==> config.mk <==
export PLATFORM = sky130hd
export DESIGN_NAME = step_ctrl_flat
export DESIGN_NICKNAME = d
export VERILOG_FILES = /design/src/rtl/step_ctrl_if.sv /design/src/rtl/step_ctrl.sv /design/src/flat_wrapper.sv
export SDC_FILE = /design/constraint.sdc
export NUM_CORES = 1
export LEC_CHECK = 0
export CORE_ASPECT_RATIO = 0.5
export CORE_MARGIN = 8
export CORE_UTILIZATION = 44
export DETAILED_ROUTE_END_ITERATION = 8
export PLACE_DENSITY = 0.66
export SYNTH_ARGS = -nofsm -noshare
export SYNTH_HDL_FRONTEND = slang
export SYNTH_SLANG_ARGS = --single-unit
==> constraint.sdc <==
create_clock -name clk -period 2.03 [get_ports clk]
set_input_delay 0.3045 -clock clk [delete_from_list [all_inputs] [get_ports clk]]
set_output_delay 0.3045 -clock clk [all_outputs]
set_load 0.1 [all_outputs]
==> src/rtl/step_ctrl_if.sv <==
// Bundle of the step/run inputs and the enable/status outputs of step_ctrl.
// The master is the board side and drives the raw inputs; the slave is step_ctrl.
interface step_ctrl_if #(
    parameter int CNT_W = 16
);
    logic             step;
    logic             run;
    logic             cpu_en;
    logic             step_db;
    logic [CNT_W-1:0] cycle_count;

    modport master (output step, run, input cpu_en, step_db, cycle_count);
    modport slave  (input step, run, output cpu_en, step_db, cycle_count);
endinterface

==> src/rtl/step_ctrl.sv <==
// Single-step / free-run controller: synchronizes and debounces the pushbutton
// and run switch, and produces the core clock-enable plus an enabled-cycle count.
module step_ctrl #(
    parameter int DB_CYCLES = 50000,
    parameter int CNT_W     = 16
) (
    input  logic        clk,
    input  logic        rst,
    step_ctrl_if.slave  bus
);
    localparam int DBW = (DB_CYCLES > 2) ? $clog2(DB_CYCLES) : 1;
    localparam logic [DBW-1:0] DB_MAX = DBW'(DB_CYCLES - 1);

    typedef enum logic [1:0] {
        S_IDLE = 2'd0,
        S_FIRE = 2'd1,
        S_HOLD = 2'd2,
        S_RUN  = 2'd3
    } state_t;

    logic           step_m, step_q;
    logic           run_m, run_s;
    logic           step_s;
    logic           stable;
    logic [DBW-1:0] db_cnt;
    state_t         state, state_nx;
    logic           cpu_en;
    logic [CNT_W-1:0] cycle_count;

    // Raw inputs are sampled on the first flop only; the step path keeps its
    // raw active-low polarity until after the second flop.
    always_ff @(posedge clk) begin
        if (rst) begin
            step_m <= 1'b1;
            step_q <= 1'b1;
            run_m  <= 1'b0;
            run_s  <= 1'b0;
        end else begin
            step_m <= bus.step;
            step_q <= step_m;
            run_m  <= bus.run;
            run_s  <= run_m;
        end
    end

    assign step_s = ~step_q;

    // Any sample matching the stable level restarts the window.
    always_ff @(posedge clk) begin
        if (rst) begin
            stable <= 1'b0;
            db_cnt <= '0;
        end else if (step_s == stable) begin
            db_cnt <= '0;
        end else if (db_cnt == DB_MAX) begin
            stable <= step_s;
            db_cnt <= '0;
        end else begin
            db_cnt <= db_cnt + 1'b1;
        end
    end

    always_ff @(posedge clk) begin
        if (rst) state <= S_IDLE;
        else     state <= state_nx;
    end

    always_comb begin
        state_nx = state;
        if (run_s) begin
            state_nx = S_RUN;
        end else begin
            case (state)
                S_IDLE:  if (stable) state_nx = S_FIRE;
                S_FIRE:  state_nx = S_HOLD;
                S_HOLD:  if (!stable) state_nx = S_IDLE;
                // A button still held when leaving run mode must not fire.
                S_RUN:   state_nx = stable ? S_HOLD : S_IDLE;
                default: state_nx = S_IDLE;
            endcase
        end
    end

    always_comb begin
        cpu_en = 1'b0;
        case (state)
            S_FIRE:  cpu_en = 1'b1;
            S_RUN:   cpu_en = 1'b1;
            default: cpu_en = 1'b0;
        endcase
    end

    always_ff @(posedge clk) begin
        if (rst)         cycle_count <= '0;
        else if (cpu_en) cycle_count <= cycle_count + 1'b1;
    end

    assign bus.cpu_en      = cpu_en;
    assign bus.step_db     = stable;
    assign bus.cycle_count = cycle_count;
endmodule

==> src/flat_wrapper.sv <==
// flat-port wrapper written by rule: the top's interface ports become plain ports
module step_ctrl_flat 
#(
    parameter int DB_CYCLES = 50000,
    parameter int CNT_W     = 16
)
  (clk, rst, bus_step, bus_run, bus_cpu_en, bus_step_db, bus_cycle_count);
  step_ctrl_if #(.CNT_W(CNT_W)) bus_i ();
  input  logic clk;
  input  logic rst;
  input wire logic [$bits(bus_i.step)-1:0] bus_step;
  input wire logic [$bits(bus_i.run)-1:0] bus_run;
  output wire logic [$bits(bus_i.cpu_en)-1:0] bus_cpu_en;
  output wire logic [$bits(bus_i.step_db)-1:0] bus_step_db;
  output wire logic [$bits(bus_i.cycle_count)-1:0] bus_cycle_count;
  assign bus_i.step = bus_step;
  assign bus_i.run = bus_run;
  assign bus_cpu_en = bus_i.cpu_en;
  assign bus_step_db = bus_i.step_db;
  assign bus_cycle_count = bus_i.cycle_count;
  step_ctrl #(.DB_CYCLES(DB_CYCLES), .CNT_W(CNT_W)) u_core (.clk(clk), .rst(rst), .bus(bus_i));
endmodule
==> impl_metrics.env <==
export IMPL_cp_cell_sequence="nand3_1, nor3_1, nand4_1, mux2_2"
export IMPL_finalHoldViolCount=0
export IMPL_drv_cap=0
export IMPL_yosysSeqAreaShare=0.475
export IMPL_grt_first_pass_wirelength_um=5560
export IMPL_finalNetCount=215
export IMPL_die_area_sq_um=6070
export IMPL_finClkSkew_ns=0.00507
export IMPL_drt_wirelength_per_cell_um=11.9
export IMPL_cp_end_kind="register"
export IMPL_drive_gt1_frac=0.219
export IMPL_cpPeakStageDelay_ns=0.49
export IMPL_cts_root_buffer="clkbuf_8"
export IMPL_portBuffers=21
export IMPL_min_period_ns=1.62
export IMPL_cts_buffers=5
export IMPL_slew_viol_final=0
export IMPL_cts_sinks=39
export IMPL_vias=1294
export IMPL_ys_types=29
export IMPL_use_met1=0.128
export IMPL_cp_max_fo=9
export IMPL_syn_area_sq_um=1650
export IMPL_avgSynthCellArea_sq_um=8.99
export IMPL_slowest_stage="dfxtp_1"
export IMPL_critPathBufInv=0
export IMPL_via_per_inst=4.96
export IMPL_clockBufferDepth=2
export IMPL_row_count=15
export IMPL_ant_nets=0
export IMPL_total_power_uw=1480
export IMPL_ys_ff_latch=39
export IMPL_synth_top_family_by_area="simple AND/OR/NAND/NOR gates"
export IMPL_clock_power_share=0.446
export IMPL_ir_drop_mv=0.305
export IMPL_muxShareOfSynthArea=0.0129
export IMPL_switching_share=0.198
export IMPL_ioPinCount=22
export IMPL_hold_ws_ns=0.417
export IMPL_setup_viol=0
export IMPL_status="finished clean"
export IMPL_path_clk_slew_ns=0.08
export IMPL_dr_pass1_iters=4
export IMPL_final_util=0.569
export IMPL_leakage_uw=0.000661
export IMPL_num_fill_cells=348
export IMPL_syn_inst=183
export IMPL_cts_resized=0
export IMPL_wirelength_um=3100
export IMPL_drc=0
export IMPL_dp_cells=253
export IMPL_hp_class="register to register"
export IMPL_multiInputGateArea_sq_um=808
export IMPL_worst_pin_slew_ns=0.367
export IMPL_seqCellArea_sq_um=791
export IMPL_powerDensity_nw_per_um2=740
export IMPL_htreeDepth=2
export IMPL_syn_nets=189
export IMPL_grt_busiest_layer="met2"
export IMPL_crit_required_ns=2.21
export IMPL_drt_iter0_drc=36
export IMPL_synth_simple_area_share=0.277
export IMPL_post_cts_buffers=0
export IMPL_core_area_sq_um=3510
export IMPL_dieHeight_um=59.2
export IMPL_startpoint_type="register"
export IMPL_grt_overflow_total=0
export IMPL_tritoncts="yes"
export IMPL_synth_compound_area_frac=0.0532
export IMPL_start_util=0.469
export IMPL_synth_xor_area_frac=0.133
export IMPL_clock_latency_ns=0.29
export IMPL_arrival_ns=1.80
export IMPL_met3_usage=0.0363
export IMPL_routabilityCongestion=0.788
export IMPL_grt_pass1_vias=1256
export IMPL_rsz0062_at_grt="false"
export IMPL_fp_dieW_um=102
export IMPL_antenna_found_initial=0
export IMPL_holdBufCountCts=0
export IMPL_timing_fmax_mhz=616
export IMPL_dpl_hpwl_um=2220
export IMPL_internal_power_uw=1180
export IMPL_diodes=0
export IMPL_fin_crit_sh=0.800
export IMPL_grt_start_max_net_pins=16
export IMPL_criticalPathCategory="register to register"
export IMPL_finalNonFillerCells=261
export IMPL_net_switching_power_uw=293
export IMPL_combPwrFrac=0.029
export IMPL_fin_tns_setup_ns=0
export IMPL_relSlewSlack=0.753
export IMPL_synth_fa_ha_area_frac=0.0152
export IMPL_crit_family="simple AND/OR/NAND/NOR gates"
export IMPL_ys_warnings_count=0
export IMPL_use_met2=0.197
export IMPL_pwr_share_seq=0.525
export IMPL_grt_use_total=0.115
export IMPL_synthToLayoutAreaGrowth_pct=21.4
-- worst reg2reg max path: stages (launching register included) --
cell and delay [ns]:
dfxtp_1 0.49, nand3_1 0.23, nor3_1 0.37, nand4_1 0.14, mux2_2 0.28
-- power by group through the flow --
stage               registers, uW  clock network (uW)  logic, uW
global placement              794                   0       42.6
finish                        776                 659       42.4
global route                  777                 722       46.2
detailed placement            794                   0       43.0
CTS                           776                 682       43.1
floorplan                     798                   0       25.4
-- cell type report --
type                            count  area share
Clock buffer                        6      0.0413
Clock inverter                      2      0.0175
Inverter                            6      0.0113
Multi-Input combinational cell    132       0.405
Sequential cell                    39       0.396
Tap cell                           51      0.0319
Timing Repair Buffer               25      0.0977
-- layer usage --
layer | share of wire | wire [um]
met5 | 0 | 0
met4 | 0.011 | 34
met2 | 0.48 | 1490
met1 | 0.46 | 1420
met3 | 0.049 | 153
-- logic make-up (layout without fill, tap and decap cells) --
| logic type | after synthesis | in the layout |
|---|---|---|
| XOR/XNOR | 25 | 25 |
| AND/OR/NAND/NOR | 90 | 90 |
| flip-flops | 39 | 39 |
| multiplexers | 2 | 2 |
| AO/OA/AOI/OAI | 13 | 13 |
| adder cells (fa/ha/maj) | 2 | 2 |
| buffers and inverters | 12 | 39 |
-- flip-flops by register name, summed over array words and instances, names as in the netlist --
signal / cells
u_core.db_cnt: 16
u_core.run_s: 1
u_core.step_q: 1
u_core.state: 2
u_core.bus.cycle_count: 16
u_core.step_m: 1
u_core.run_m: 1
u_core.bus.step_db: 1
-- cells in the mapped netlist --
cell type,instances,share of area
a21oi_1,6,0.018
nor3_1,8,0.024
mux2_2,1,0.0068
o21ai_0,3,0.0091
a31o_2,1,0.0053
nand2b_1,2,0.0076
a211o_4,1,0.011
buf_4,1,0.0046
buf_6,1,0.0068
nor4_1,7,0.027
a311oi_1,1,0.0053
nand3_1,9,0.027
mux2i_1,1,0.0061
xnor2_1,20,0.11
xor2_1,5,0.027
nand4_1,8,0.030
or3_1,3,0.011
inv_1,6,0.014
nand2_1,8,0.018
ha_1,2,0.015
dfxtp_1,39,0.47
nor3_4,1,0.0099
nor2b_1,4,0.015
or2_2,2,0.0076
or4b_4,1,0.0084
nor2_1,36,0.082
nor4_2,1,0.0076
a211oi_1,1,0.0046
clkbuf_1,4,0.0091
-- per-stage QoR --
step	setup slack, ns	cell area [sq um]
CTS	0.393	2000
floorplan	0.0183	1660
detailed placement	0.406	1880
global placement	0.459	1880
finish	0.406	2000
global route	0.281	2000
-- placed cells by master (no fill, tap or decap), drive strengths merged, types with 3 or more instances in the layout --
| cell type | instances |
|---|---|
| dfxtp | 39 |
| nor2 | 36 |
| buf | 22 |
| xnor2 | 20 |
| nand3 | 9 |
| nor3 | 9 |
| nand4 | 8 |
| nand2 | 8 |
| nor4 | 8 |
| a21oi | 6 |
| inv | 6 |
| clkbuf | 6 |
| xor2 | 5 |
| nor2b | 4 |
| o21ai | 3 |
| or3 | 3 |
| clkdlybuf4s50 | 3 |
-- worst paths after layout --
| check | slack, ns | cells after the start | startpoint | end |
|---|---|---|---|---|
| worst max-delay path | 0.41 | 4 | u_core.state[0] | u_core.bus.cycle_count[15] |
| worst max register to register | 0.41 | 4 | u_core.state[0] | u_core.bus.cycle_count[15] |
| worst min-delay path | 0.42 | 1 | u_core.step_m | u_core.step_q |
| worst min register to register | 0.42 | 1 | u_core.step_m | u_core.step_q |
Note: power is estimated with default switching activity, not from simulation.
==> RTL change 1 (config.mk and constraints unchanged) <==
`CNT_W` is set to 16 in 3 places; all go to 20.
--- a/src/rtl/step_ctrl_if.sv
+++ b/src/rtl/step_ctrl_if.sv
@@ -1,7 +1,7 @@
 // Bundle of the step/run inputs and the enable/status outputs of step_ctrl.
 // The master is the board side and drives the raw inputs; the slave is step_ctrl.
 interface step_ctrl_if #(
-    parameter int CNT_W = 16
+    parameter int CNT_W = 20
 );
     logic             step;
     logic             run;
--- a/src/rtl/step_ctrl.sv
+++ b/src/rtl/step_ctrl.sv
@@ -2,7 +2,7 @@
 // and run switch, and produces the core clock-enable plus an enabled-cycle count.
 module step_ctrl #(
     parameter int DB_CYCLES = 50000,
-    parameter int CNT_W     = 16
+    parameter int CNT_W     = 20
 ) (
     input  logic        clk,
     input  logic        rst,
--- a/src/flat_wrapper.sv
+++ b/src/flat_wrapper.sv
@@ -2,7 +2,7 @@
 module step_ctrl_flat 
 #(
     parameter int DB_CYCLES = 50000,
-    parameter int CNT_W     = 16
+    parameter int CNT_W     = 20
 )
   (clk, rst, bus_step, bus_run, bus_cpu_en, bus_step_db, bus_cycle_count);
   step_ctrl_if #(.CNT_W(CNT_W)) bus_i ();
Interface: changed (resized bus_cycle_count); port bits go from 22 to 26. No check against the original RTL was run, so the function may have changed too.
==> RTL change 1 against the unedited design <==
Power is 3.3% lower. Design area is 12% higher. Synthesized area is 13% higher. Hold slack better by 0.0014 ns. Sequential power is 9.4% higher. Sequential cell count is 4 higher. Core utilization is 0.62 points lower. Worst setup slack worse by 0.14 ns. Combinational power is 12% higher. Routed wire length is 19% higher. Clock skew is 0.0017 ns higher. Global-route usage is 0.96 points higher. Critical endpoint is now u_core.db_cnt[6].
==> RTL change 1: results (changes against the unedited design) <==
outcome complete, no violations; routed len/inst 12.8 um (+7.8%); layout cells sized above 1 24.7% (+2.8 points); Syn Inst Count 204 (+11%); Overall Power 1430 uW (-3.3%); Synthesized Nets 210 (+11%); hpwl dp 2640 um (+19%); met3 WL 100 um (-35%); DP Worst Slack 0.292 ns (-0.114 ns); first-pass GRT wire length 6560 um (+18%); P_comb 47.5 uW (+12%); FF/Latch Area 890 sq um (+13%); Non-Clock Buffer Count 29 (+16%); Max rail drop VDD 277 uV (-9.0%); fraction of area in multi-input gates 41.8% (+1.3 points); biggest registers after layout u_core.bus.cycle_count x20, u_core.db_cnt x16, u_core.state x2; Seq/Total Area, Yosys 46.2% (-1.2 points); Post-synth top cells 43 x dfxtp_1, 38 x nor2_1, 18 x xnor2_1; Fillers 343 (-1.4%); GRT Util Overall 12.4% (+0.96 points); M1 wire length 1820 um (+28%); worst rel slew slack 68.9% (-6.4 points); Clock Skews 0.00678 ns (+0.00171 ns); Critical Path AT 1.93 ns (+0.13 ns); Final #Nets 240 (+12%); cell total after placement 281 (+11%); CP max FO 14 (+5); non-clock inverter count 4 (-2); gpl congestion 0.787 (-0.17%); dpl cell area 2160 sq um (+15%); seq pwr 849 uW (+9.4%); non-clock buffer area fraction after layout 11.2% (+1.4 points); DRT iter0 DRCs 37 (+2.8%); WL final 3700 um (+19%); leak pwr 0.000799 uW (+21%); #MultiIn Comb 151 (+14%); Layout clock area frac 3.74% (-2.1 points); P&R area growth vs syn 20.4%; Via Count 1476 (+14%); Netlist cell types 31 (+6.9%)
RTL change 1: path summary, 6_finish.rpt:
| check | from | endpoint | slack [ns] | cells past startpoint |
|---|---|---|---|---|
| max | u_core.db_cnt[0] | u_core.db_cnt[6] | 0.27 | 5 |
| min reg2reg | u_core.step_m | u_core.step_q | 0.42 | 1 |
| max reg2reg | u_core.db_cnt[0] | u_core.db_cnt[6] | 0.27 | 5 |
| min | u_core.step_m | u_core.step_q | 0.42 | 1 |
RTL change 1: logic make-up after synthesis:
logic type               share of synthesized area (%)
XOR/XNOR                                          13.6
flip-flops                                        46.2
buffers and inverters                             3.49
AO/OA/AOI/OAI                                     2.01
multiplexers                                      2.35
AND/OR/NAND/NOR                                   31.0
adder cells (fa/ha/maj)                           1.34
RTL change 1: per-layer routing:
layer	GRT usage [%]	vias to the layer above
li1	-	762
met1	14.2	690
met2	21.2	18
met3	4.01	6
met4	5.86	0
met5	0	-
==> RTL change 2 (config.mk and constraints unchanged) <==
Without the edit above. The 4 states of `state_t` get a Gray code encoding in 2 bits.
--- a/src/rtl/step_ctrl.sv
+++ b/src/rtl/step_ctrl.sv
@@ -12,10 +12,10 @@
     localparam logic [DBW-1:0] DB_MAX = DBW'(DB_CYCLES - 1);
 
     typedef enum logic [1:0] {
-        S_IDLE = 2'd0,
-        S_FIRE = 2'd1,
-        S_HOLD = 2'd2,
-        S_RUN  = 2'd3
+        S_IDLE = 2'b00,
+        S_FIRE = 2'b01,
+        S_HOLD = 2'b11,
+        S_RUN  = 2'b10
     } state_t;
 
     logic           step_m, step_q;
Function: same outputs for any inputs over 10 cycles, from zero or initial values and one cycle with rst high; not proved beyond that.
==> RTL change 2 against the unedited design <==
Design area rose by 3.0%. Sequential share of layout area is 0.91 points lower. Critical endpoint is now u_core.bus.cycle_count[14]. Critical path type unchanged. Synthesized area is 3.8% higher. Worst setup slack got worse by 0.17 ns. Sequential cell count stayed put. Routed wire length is 0.48% higher.
Power is not compared: it rests on default switching activity, and its combinational part moved more than twofold at a synthesized area within 25%.
==> RTL change 2: results (changes against the unedited design) <==
CP max FO 10 (+1); crit path time final 1.79 ns (+0.169 ns); R2R Setup Slk 0.24 ns (-0.17 ns); worst setup path startpoint u_core.state[1]; hpwl dp 2280 um (+2.6%); Post-synth top cells 39 x dfxtp_1, 34 x nor2_1, 23 x xnor2_1; worst setup path end u_core.bus.cycle_count[14]; source of the worst register-to-register timing path u_core.state[1]; Final #Nets 226 (+5.1%); Synth Area in Compound Gates 2.78% (-2.5 points); Synth Area in XOR/XNOR 14.4% (+1.1 points); routed len/inst 11.5 um (-2.9%); mux share of post-synthesis cell area 1.76% (+0.47 points); first-pass GRT wire length 5760 um (+3.6%); largest net degree at the start of global routing 25 (+9); met3 usage 3.33% (-0.30 points); vias in the first global route 1308 (+4.1%); M1 wire length 1560 um (+10%); vias per inst 4.95 (-0.12%); met2 wire length 1420 um (-4.5%); DRT iter0 DRCs 46 (+28%); outcome complete, no violations; hold slack 0.408 ns (-0.00808 ns); met3 WL 100 um (-35%); WL final 3110 um (+0.48%); Syn Area/Cell 8.94 sq um (-0.55%); Critical Path AT 2.01 ns (+0.21 ns); gpl congestion 0.796 (+1.1%); largest cells by area after synthesis dfxtp_1 46%, xnor2_1 12%, nor2_1 7.5%
## RTL change 2: changes by cell type after synthesis, moves of 3 or more
cell and delta:
xnor2_1 +3, a21oi_1 -3, ha_1 +4, nand2_1 +5
## RTL change 2: critical path: stages (launching register included)
cell	delay [ns]
dfxtp_1	0.39
inv_1	0.13
ha_4	0.36
nand4_2	0.18
or4_1	0.51
a21oi_1	0.16
## RTL change 2: cell type report
type	instances	area, sq um	share of cell area, %
Clock inverter	1	5.00	0.243
Sequential cell	39	796	38.7
Clock buffer	6	82.6	4.01
Multi-Input combinational cell	141	896	43.5
Inverter	7	26.3	1.28
Tap cell	54	67.6	3.28
Timing Repair Buffer	22	185	9.00
## RTL change 2: power by group
part	total [uW]	internal, uW	switching (uW)
clock	516	266	250
sequential	811	788	22.8
combinational	255	82.7	172
total	1580	1140	445
